**src/rtl/instruction_fetch_unit.sv**
```systemverilog
// Instruction fetch: PC generation, imem request/busywait handshake, one-entry fetch buffer.
// Define IFU_ALIGN_FORCE_EN to force branch targets to word alignment.
module instruction_fetch_unit #(
  parameter logic [31:0] RESET_PC = 32'h0000_0000
) (
  input  logic        CLK,
  input  logic        RESET,
  input  logic        STALL,
  input  logic        BRANCH_TAKEN,
  input  logic [31:0] BRANCH_TARGET,
  output logic        IMEM_READ,
  output logic [31:0] IMEM_ADDRESS,
  input  logic [31:0] IMEM_READDATA,
  input  logic        IMEM_BUSYWAIT,
  output logic [31:0] OUT_INSTRUCTION,
  output logic [31:0] OUT_PC,
  output logic        OUT_BUSYWAIT
);

  typedef enum logic [1:0] {
    S_IDLE,
    S_RUN,
    S_WAIT,
    S_DRAIN
  } state_t;

  state_t      state_q, state_d;
  logic [31:0] fetch_pc_q, fetch_pc_d;
  logic [31:0] buf_instr_q, buf_instr_d;
  logic [31:0] buf_pc_q, buf_pc_d;
  logic        buf_valid_q, buf_valid_d;
  logic [31:0] target_q, target_d;
  logic [31:0] tgt;
  logic        rd;
  logic        done;

`ifdef IFU_ALIGN_FORCE_EN
  assign tgt = {BRANCH_TARGET[31:2], 2'b00};
`else
  assign tgt = BRANCH_TARGET;
`endif

  assign IMEM_READ       = rd;
  assign IMEM_ADDRESS    = fetch_pc_q;
  assign OUT_INSTRUCTION = buf_instr_q;
  assign OUT_PC          = buf_pc_q;
  assign OUT_BUSYWAIT    = ~buf_valid_q | STALL;
  assign done            = rd & ~IMEM_BUSYWAIT;

  always_comb begin
    state_d     = state_q;
    fetch_pc_d  = fetch_pc_q;
    buf_instr_d = buf_instr_q;
    buf_pc_d    = buf_pc_q;
    buf_valid_d = buf_valid_q;
    target_d    = target_q;
    rd          = 1'b0;

    if (buf_valid_q && !STALL)
      buf_valid_d = 1'b0;

    unique case (state_q)
      S_IDLE: begin
        state_d = S_RUN;
        if (BRANCH_TAKEN)
          fetch_pc_d = tgt;
      end
      S_RUN: begin
        rd = ~buf_valid_q | ~STALL;
        if (BRANCH_TAKEN) begin
          // a busy request must finish at the old address before redirecting
          if (rd && IMEM_BUSYWAIT) begin
            target_d = tgt;
            state_d  = S_DRAIN;
          end else begin
            fetch_pc_d = tgt;
          end
        end else if (done) begin
          buf_instr_d = IMEM_READDATA;
          buf_pc_d    = fetch_pc_q;
          buf_valid_d = 1'b1;
          fetch_pc_d  = fetch_pc_q + 32'd4;
        end else if (rd) begin
          state_d = S_WAIT;
        end
      end
      S_WAIT: begin
        rd = 1'b1;
        if (BRANCH_TAKEN) begin
          if (IMEM_BUSYWAIT) begin
            target_d = tgt;
            state_d  = S_DRAIN;
          end else begin
            fetch_pc_d = tgt;
            state_d    = S_RUN;
          end
        end else if (done) begin
          buf_instr_d = IMEM_READDATA;
          buf_pc_d    = fetch_pc_q;
          buf_valid_d = 1'b1;
          fetch_pc_d  = fetch_pc_q + 32'd4;
          state_d     = S_RUN;
        end
      end
      S_DRAIN: begin
        rd = 1'b1;
        if (done) begin
          fetch_pc_d = BRANCH_TAKEN ? tgt : target_q;
          state_d    = S_RUN;
        end else if (BRANCH_TAKEN) begin
          target_d = tgt;
        end
      end
    endcase

    if (BRANCH_TAKEN)
      buf_valid_d = 1'b0;
  end

  always_ff @(posedge CLK) begin
    if (!RESET) begin
      state_q     <= S_IDLE;
      fetch_pc_q  <= RESET_PC;
      buf_instr_q <= 32'h0;
      buf_pc_q    <= 32'h0;
      buf_valid_q <= 1'b0;
      target_q    <= 32'h0;
    end else begin
      state_q     <= state_d;
      fetch_pc_q  <= fetch_pc_d;
      buf_instr_q <= buf_instr_d;
      buf_pc_q    <= buf_pc_d;
      buf_valid_q <= buf_valid_d;
      target_q    <= target_d;
    end
  end

endmodule
```
**config.mk**
```make
export PLATFORM = sky130hd
export DESIGN_NAME = instruction_fetch_unit
export DESIGN_NICKNAME = d
export VERILOG_FILES = /design/src/rtl/instruction_fetch_unit.sv
export SDC_FILE = /design/constraint.sdc
export NUM_CORES = 1
export LEC_CHECK = 0
export ABC_AREA = 1
export BUFFER_PORTS_ARGS = -buffer_cell sky130_fd_sc_hd__buf_4
export CAP_MARGIN = 20
export CORE_MARGIN = 2
export CORE_UTILIZATION = 40
export DETAILED_ROUTE_END_ITERATION = 6
export GPL_ROUTABILITY_DRIVEN = 0
export PLACE_DENSITY = 0.65
export SLEW_MARGIN = 25
export SYNTH_ARGS = -nofsm -noshare
export SYNTH_HDL_FRONTEND = slang
export SYNTH_SLANG_ARGS = --single-unit
```
**constraint.sdc**
```tcl
create_clock -name CLK -period 5.92 [get_ports CLK]
set_input_delay 1.48 -clock CLK [delete_from_list [all_inputs] [get_ports CLK]]
set_output_delay 1.48 -clock CLK [all_outputs]
set_load 0.02 [all_outputs]
```
======== Word level (Yosys, flattened, before mapping) ========
Index checks and enable logic that the tools add are counted.
storage, ports and cells
  output and inout port bits .............. 98
  flip-flop bits (word level) ............. 131
cells by class
  bitwise gates (word level) .............. 8
  add/subtract/negate cells ............... 1
  reductions and logical operators ........ 12
  muxes and demuxes ....................... 27
  equality and inequality tests ........... 15
operators with widths
  kind                                                             count
  32-bit 2-to-1 mux                                                13
  32-bit case mux with 4 select lines                              1
  32-bit case mux with 3 select lines                              1
  32-bit by 3-bit adder with 32-bit output, second input constant  1
  3-bit inequality test, second input constant                     5
  2-bit 2-to-1 mux                                                 7
  2-bit inequality test, second input constant                     7
  2-bit case mux with 4 select lines                               1
  3-bit AND reduction                                              2
  6-bit AND reduction                                              1
  2-bit OR reduction                                               3
  1-bit NOT                                                        5
  2-bit == test, second input constant                             2
  4-bit AND reduction                                              1
  1-bit 2-to-1 mux                                                 3
  3-bit nonzero test                                               1
  2-bit by 1-bit == test with 1-bit output, second input constant  1
  1-bit logical AND                                                2
  2-bit logical NOT                                                1
  1-bit bitwise OR                                                 2
  1-bit case mux with 2 select lines                               1
  1-bit bitwise AND                                                1
  1-bit logical NOT                                                1

======== Logic depth before layout (Yosys ltp) ========
Gate-level depths: netlist (run 1).
  depth after elaboration ................. 7
  gate-level depth with buffers ........... 14

======== Least setup slack after synthesis (run 1) ========
OpenSTA, ideal clock, no wires.
  kind .................................... input to output
  start ................................... input port STALL
  end ..................................... output port IMEM_READ
  buffers on the path ..................... 0
  arrival ................................. 2.077 ns
  stages .................................. 5
  setup slack ............................. 2.363 ns
  cells stage by stage .................... nand2_1 nand2_1 nand3_1 inv_2 nor2_1
between the ends
  longest elaborated chain between the ends .. 3
RTL lines
  what                                RTL line  RTL
  start: declaration                  8         input logic STALL,
  1-bit NOT                           69        rd = ~buf_valid_q | ~STALL;
  1-bit bitwise OR                    69
  1-bit case mux with 2 select lines  62        unique case (state_q)
  end: declaration                    11        output logic IMEM_READ,
No other way between the ends.

======== Final worst setup path (run 1) ========
  start ................................... register state_q[0]
  end ..................................... output port IMEM_READ
between the ends
  longest elaborated chain between the ends .. 3
  elaborated cells between the ends (all ways) .. 5
  those cells by class .................... 3 x eq/ne; 1 x mux; 1 x reduce/logical
RTL lines
  what                                  RTL line  RTL
  start: declaration                    27        state_t state_q, state_d;
  start signal: assignment              129       state_q <= state_d;
  2-bit == test                         62
  2-bit OR reduction (no line)          --
  1-bit case mux with 2 select lines *  62
Mark *: on every way between the ends. The rest lies on a longest branch, timed or not.

==> run_results.csv, run 1 <==
group,metric,value,unit
synth,synth_edf_count,0,
grt,grt_pass1_wl,35650,um
grt,gr-total-overflow,0,
clocking,cts_buffers,17,
min_path,min_path_type,"reg2reg",
outcome,status,"finished clean",
routing,postRouteAntennaNets,0,
power_and_ir_drop,p_leak,3.645,nW
clocking,cts_tree,"built",
placed_design,dp_cells,1414,
worst_setup_path,crit_start,"state_q[0]",
worst_setup_path,cp-endpoint,"IMEM_READ",
cells_and_area,utilization,51.07,%
worst_setup_path,max_stage_delay,0.76,ns
cells_and_area,synthToLayoutAreaGrowth,26.14,%
cells_and_area,nFillCells,1764,
synth,synth_area_per_cell,6.387,um^2
sta,clock_skew,0.009158,ns
clocking,clk_path_buf_depth,2,
sta,period_share,69.23,%
synth,synth_cell_type_count,34,
placed_design,hpwl,15000,um
worst_setup_path,critPathTopFamily,"buffers and inverters",
floorplan,die_area,18400,um^2
synth,synth-seq-cells,131,
floorplan,dieWidth,135.6,um
worst_setup_path,path_buf_inv,3,
clocking,cts_resized,0,
routing,wirelength,22400,um
sta,slew_headroom,37.03,%
synth,synth_cells,1085,
sta,fin_ws,1.822,ns
synth,synth_area,6930,um^2
clocking,htreeDepth,4,
worst_setup_path,critical_path_peak_fanout,55,
worst_setup_path,cp_common_cell,"inv_2",
floorplan,die_h,135.6,um
routing,avgRoutedWirePerCell,15.50,um
synth,syn-num-nets,1161,
sta,rsz0062_at_grt,"false",
clocking,cts_setup_buffers,0,
floorplan,pin_count,167,
cells_and_area,nets,1284,
sta,hold_viol,0,
clocking,root_buffer,"clkbuf_16",
cells_and_area,final_cells,1445,
grt,grt_max_degree,80,
cells_and_area,final_common_cell,"nand2_1",
worst_setup_path,worstPathRequired,4.44,ns
sta,report.final.slew_viol_count,0,
cells_and_area,antenna_cells,0,
routing,firstDrtPassIters,5,
clocking,cts_hold_buffers,0,
grt,grt_pass1_vias,6966,
job,maxCapViolations,0,
sta,fin_setup_tns,0,ns
floorplan,rows,48,
cells_and_area,drive_gt1_share,18.03,%
synth,synthArstFlopShare,0,%
synth,yosys_warnings,0,
sta,hold_ws,0.4580,ns
sta,setup_viol,0,
grt,grt.total_usage,24.48,%
worst_setup_path,criticalPathCategory,"reg2out",
routing,drt-initial-drc-count,556,
clocking,clkSinkCount,131,
power_and_ir_drop,max-vdd-ir-drop,0.2187,mV
placed_design,post-place-ws,2.139,ns
power_and_ir_drop,pwr_density_cell,384.5,nW/um^2
sta,worst_pin_slew,0.9446,ns
worst_setup_path,crit_chain,"ha_1 -> inv_2 -> nand3_1 -> inv_2 -> nor2_1 -> buf_4",
worst_setup_path,crit_path_start_kind,"register",
floorplan,start_util,40.49,%
worst_setup_path,r2r-start,"state_q[0]",
sta,fin_crit,4.098,ns
synth,ys.flop_type,"dfxtp_1",
worst_setup_path,worstPathArrival,2.62,ns
worst_setup_path,r2r_end,"OUT_PC[29]",
clocking,clk_pin_slew,0.06,ns
worst_setup_path,cpMaxStageDelayCell,"inv_2",
synth,yosysSeqAreaShare,37.84,%
worst_setup_path,worst_setup_path_end_kind,"primary output",
routing,via_count,7630,
floorplan,core,17120,um^2
worst_setup_path,cp.depth,6,
placed_design,portBuffers,166,
worst_setup_path,r2r_setup_slack,2.20,ns
sta,max_clock_freq,244.0,MHz
clocking,clock_latency,0.42,ns
cells_and_area,final_cell_mix,"nand2_1 (331), a21oi_1 (187), buf_4 (174), dfxtp_1 (131), nor2_1 (114)",
routing,viasPerCell,5.280,
worst_setup_path,reg2reg_depth,9,
routing,drc,0,
grt,antenna_found_initial,0,
min_path,holdCritStartpoint,"OUT_INSTRUCTION[14]",
[cell usage after synthesis, types with 6 or more instances]
cell type	n	area share, %
buf_4	6	0.65
dfxtp_1	131	38
nand3_1	80	5.8
nor2_1	114	6.2
buf_2	13	0.94
a31oi_1	11	0.99
inv_2	6	0.32
nand2_1	331	18
ha_1	7	1.3
a21oi_1	187	14
clkbuf_1	47	2.5
o21ai_0	69	5.0
inv_1	38	2.1
[final cells by class]
type                            instances  area (um^2)  share of cell area [%]
Sequential cell                       131         2623                   30.00
Clock inverter                          4        22.52                  0.2576
Multi-Input combinational cell        840         3831                   43.82
Clock buffer                           27        513.0                   5.868
Inverter                               44        165.2                   1.889
Tap cell                              225        281.5                   3.220
Timing Repair Buffer                  174         1306                   14.94
[metal layers]
| layer | wire length [um] | global-route usage [%] | vias to the layer above |
|---|---|---|---|
| met5 | 0 | 0 | - |
| met4 | 513 | 7.986 | 0 |
| met3 | 1341 | 4.789 | 34 |
| met2 | 10910 | 40.88 | 224 |
| met1 | 9639 | 31.74 | 3530 |
| li1 | - | - | 3842 |
[stage by stage]
step	area [um^2]	power, mW
after floorplan	6930	1.987
after global placement	8207	2.408
after detailed placement	8207	2.414
after CTS	8742	3.379
after global routing	8742	3.575
final	8742	3.361
[how the worst min path moves through the flow]
stage,end,slack (ns),cells after the start
2_1_floorplan,target_q[11],0.51,2
3_3_place_gp,OUT_INSTRUCTION[18],0.45,2
3_5_place_dp,OUT_INSTRUCTION[12],0.45,2
4_1_cts,OUT_INSTRUCTION[12],0.46,2
5_1_grt,OUT_INSTRUCTION[25],0.48,2
6_report,OUT_INSTRUCTION[14],0.46,2
[power by group]
part	switching (mW)	internal, mW	total (mW)
Clock	0.370	0.586	0.956
Combinational	0.771	0.403	1.17
Sequential	0.201	1.03	1.23
[flip-flops by register name, summed over array words and instances, names as in the netlist]
signal / count
IMEM_ADDRESS: 32
target_q: 32
state_q: 2
OUT_INSTRUCTION: 32
OUT_PC: 32
buf_valid_q: 1
[logic make-up after synthesis]
| logic type | count (synthesis) | share of synthesized area, % |
|---|---|---|
| flops | 131 | 37.84 |
| simple gates | 545 | 32.03 |
| buf+inv | 114 | 6.951 |
| xor+xnor | 2 | 0.2528 |
| fa+ha+maj | 7 | 1.264 |
| compound gates | 286 | 21.66 |
[worst reg2reg max path: stages, from the launching register on]
cell     delay [ns]
dfxtp_1        0.45
ha_1           0.57
inv_2          0.52
nand3_1        0.34
nand3_1        0.19
inv_2          0.70
nand2_2        0.10
buf_4          0.40
a21oi_1        0.26
nor2_1         0.06
No activity file was read; power rests on OpenSTA's default activity.
==> inputs of run 2 (changes only) <==
clock period = 3.8 ns   (was 5.92 ns; I/O delays follow)
==> run_results.csv, run 2 (synthesis results as in run 1) <==
group,metric,value,unit
floorplan,die_h,135.6,um
sta,slew_headroom,49.12,%
worst_setup_path,path_buf_inv,4,
job,maxCapViolations,0,
clocking,cts_tree,"built",
worst_setup_path,criticalPathCategory,"reg2out",
sta,setup_viol,0,
sta,hold_viol,0,
worst_setup_path,cp_common_cell,"inv_1",
grt,grt_max_degree,67,
worst_setup_path,r2r_end,"OUT_PC[30]",
routing,firstDrtPassIters,6,
clocking,htreeDepth,4,
floorplan,core,17120,um^2
floorplan,pin_count,167,
routing,wirelength,22690,um
power_and_ir_drop,netSwitchingFraction,39.49,%
worst_setup_path,worstPathArrival,1.82,ns
min_path,min_path_type,"reg2reg",
worst_setup_path,r2r-start,"state_q[0]",
routing,via_count,7735,
grt,gr-total-overflow,0,
worst_setup_path,worst_setup_path_end_kind,"primary output",
floorplan,dieWidth,135.6,um
sta,report.final.slew_viol_count,0,
worst_setup_path,critPathTopFamily,"buffers and inverters",
clocking,cts_setup_buffers,0,
clocking,cts_buffers,17,
routing,drc,0,
grt,antenna_found_initial,0,
floorplan,rows,48,
worst_setup_path,reg2reg_depth,11,
worst_setup_path,crit_start,"state_q[0]",
cells_and_area,nets,1292,
cells_and_area,drive_gt1_share,18.49,%
worst_setup_path,cp-endpoint,"IMEM_READ",
cells_and_area,synthToLayoutAreaGrowth,27.60,%
sta,worst_pin_slew,0.7605,ns
clocking,clk_path_buf_depth,2,
worst_setup_path,r2r_setup_slack,1.22,ns
worst_setup_path,max_stage_delay,0.44,ns
grt,grt_pass1_vias,6909,
worst_setup_path,crit_chain,"inv_1 -> ha_1 -> inv_1 -> nand3_1 -> inv_2 -> nor2_1 -> buf_4",
worst_setup_path,worstPathRequired,2.85,ns
placed_design,portBuffers,166,
clocking,root_buffer,"clkbuf_16",
power_and_ir_drop,p_leak,3.701,nW
power_and_ir_drop,clock_power_share,29.7,%
outcome,status,"finished clean",
power_and_ir_drop,p_comb_share,34.5,%
clocking,cts_resized,0,
power_and_ir_drop,sequentialPowerShare,35.8,%
worst_setup_path,cp.depth,7,
cells_and_area,utilization,51.67,%
sta,max_clock_freq,361.6,MHz
sta,fin_setup_tns,0,ns
worst_setup_path,critical_path_peak_fanout,7,
worst_setup_path,crit_path_start_kind,"register",
floorplan,die_area,18400,um^2
clocking,clkSinkCount,131,
sta,fin_crit,2.766,ns
floorplan,start_util,40.49,%
clocking,cts_hold_buffers,0,
routing,viasPerCell,5.323,
sta,rsz0062_at_grt,"false",
power_and_ir_drop,max-vdd-ir-drop,0.4493,mV
clocking,clock_latency,0.43,ns
sta,period_share,72.78,%
grt,grt.total_usage,24.51,%
power_and_ir_drop,switchingPower,2.128,mW
cells_and_area,final_cell_mix,"nand2_1 (331), a21oi_1 (187), buf_4 (181), dfxtp_1 (131), nor2_1 (114)",
grt,grt_pass1_wl,35420,um
placed_design,hpwl,15030,um
routing,avgRoutedWirePerCell,15.61,um
cells_and_area,antenna_cells,0,
power_and_ir_drop,internal_power,3.262,mW
sta,clock_skew,0.006253,ns
clocking,clk_pin_slew,0.05,ns
power_and_ir_drop,pwr_density_cell,609.5,nW/um^2
routing,postRouteAntennaNets,0,
worst_setup_path,cpMaxStageDelayCell,"dfxtp_1",
cells_and_area,final_common_cell,"nand2_1",
routing,drt-initial-drc-count,496,
run 2: changes by cell type in the layout (fill, tap and decap cells not counted), sizes merged:
cell,before,now
buf,174,182
bufinv,0,2
clkbuf,27,26
clkinvlp,1,0
run 2: stage by stage:
step                cells  hold WS (ns)  area [um^2]  total power [mW]  setup WS [ns]
detailed placement   1422        0.4519         8279             3.801         0.9814
floorplan            1085        0.5053         6930             3.095          1.303
finish               1453        0.4619         8843             5.390          1.034
CTS                  1453        0.4604         8843             5.409          1.025
global placement     1422        0.4486         8279             3.775         0.9893
global route         1453        0.4776         8843             5.706         0.9226
run 2: final cells by class:
cell class,count,area (um^2)
clock buffer,26,489.2
clock inverter,5,75.07
fill,1749,8273
inverter,44,165.2
multi-input combinational,840,3831
sequential,131,2623
tap,225,281.5
timing repair buffer,182,1379
run 2: routing by layer:
| metal | share of wire (%) | vias to the layer above | global-route usage [%] |
|---|---|---|---|
| met5 | 0 | - | 0 |
| met4 | 2.9 | 0 | 9.780 |
| met3 | 5.7 | 42 | 5.125 |
| met2 | 48 | 251 | 40.74 |
| met1 | 44 | 3572 | 31.03 |
| li1 | - | 3870 | - |
run 2: power groups by stage:
stage / combinational (mW) / sequential [mW] / clock [mW]
6_report: 1.86 / 1.93 / 1.60
5_1_grt: 2.06 / 1.95 / 1.69
4_1_cts: 1.86 / 1.92 / 1.63
3_5_place_dp: 1.85 / 1.95 / 0
3_3_place_gp: 1.83 / 1.95 / 0
2_1_floorplan: 1.11 / 1.98 / 0
run 2: worst register-to-register path, delay by kind of cell, from the launching register on:
| family | cells | cell delay (ns) |
|---|---|---|
| AO/OA/AOI/OAI | 1 | 0.12 |
| adder cells (fa/ha/maj) | 1 | 0.23 |
| buffers and inverters | 4 | 0.69 |
| flip-flops | 1 | 0.44 |
| AND/OR/NAND/NOR | 5 | 0.98 |
run 2: worst min path at each step:
stage,end,start,depth (start not counted),slack (ns)
after floorplan,target_q[11],target_q[11],2,0.51
after global placement,OUT_INSTRUCTION[14],OUT_INSTRUCTION[14],2,0.45
after detailed placement,OUT_INSTRUCTION[1],OUT_INSTRUCTION[1],2,0.45
after CTS,OUT_INSTRUCTION[1],OUT_INSTRUCTION[1],2,0.46
after global routing,OUT_INSTRUCTION[29],OUT_INSTRUCTION[29],2,0.48
final,OUT_INSTRUCTION[1],OUT_INSTRUCTION[1],2,0.46
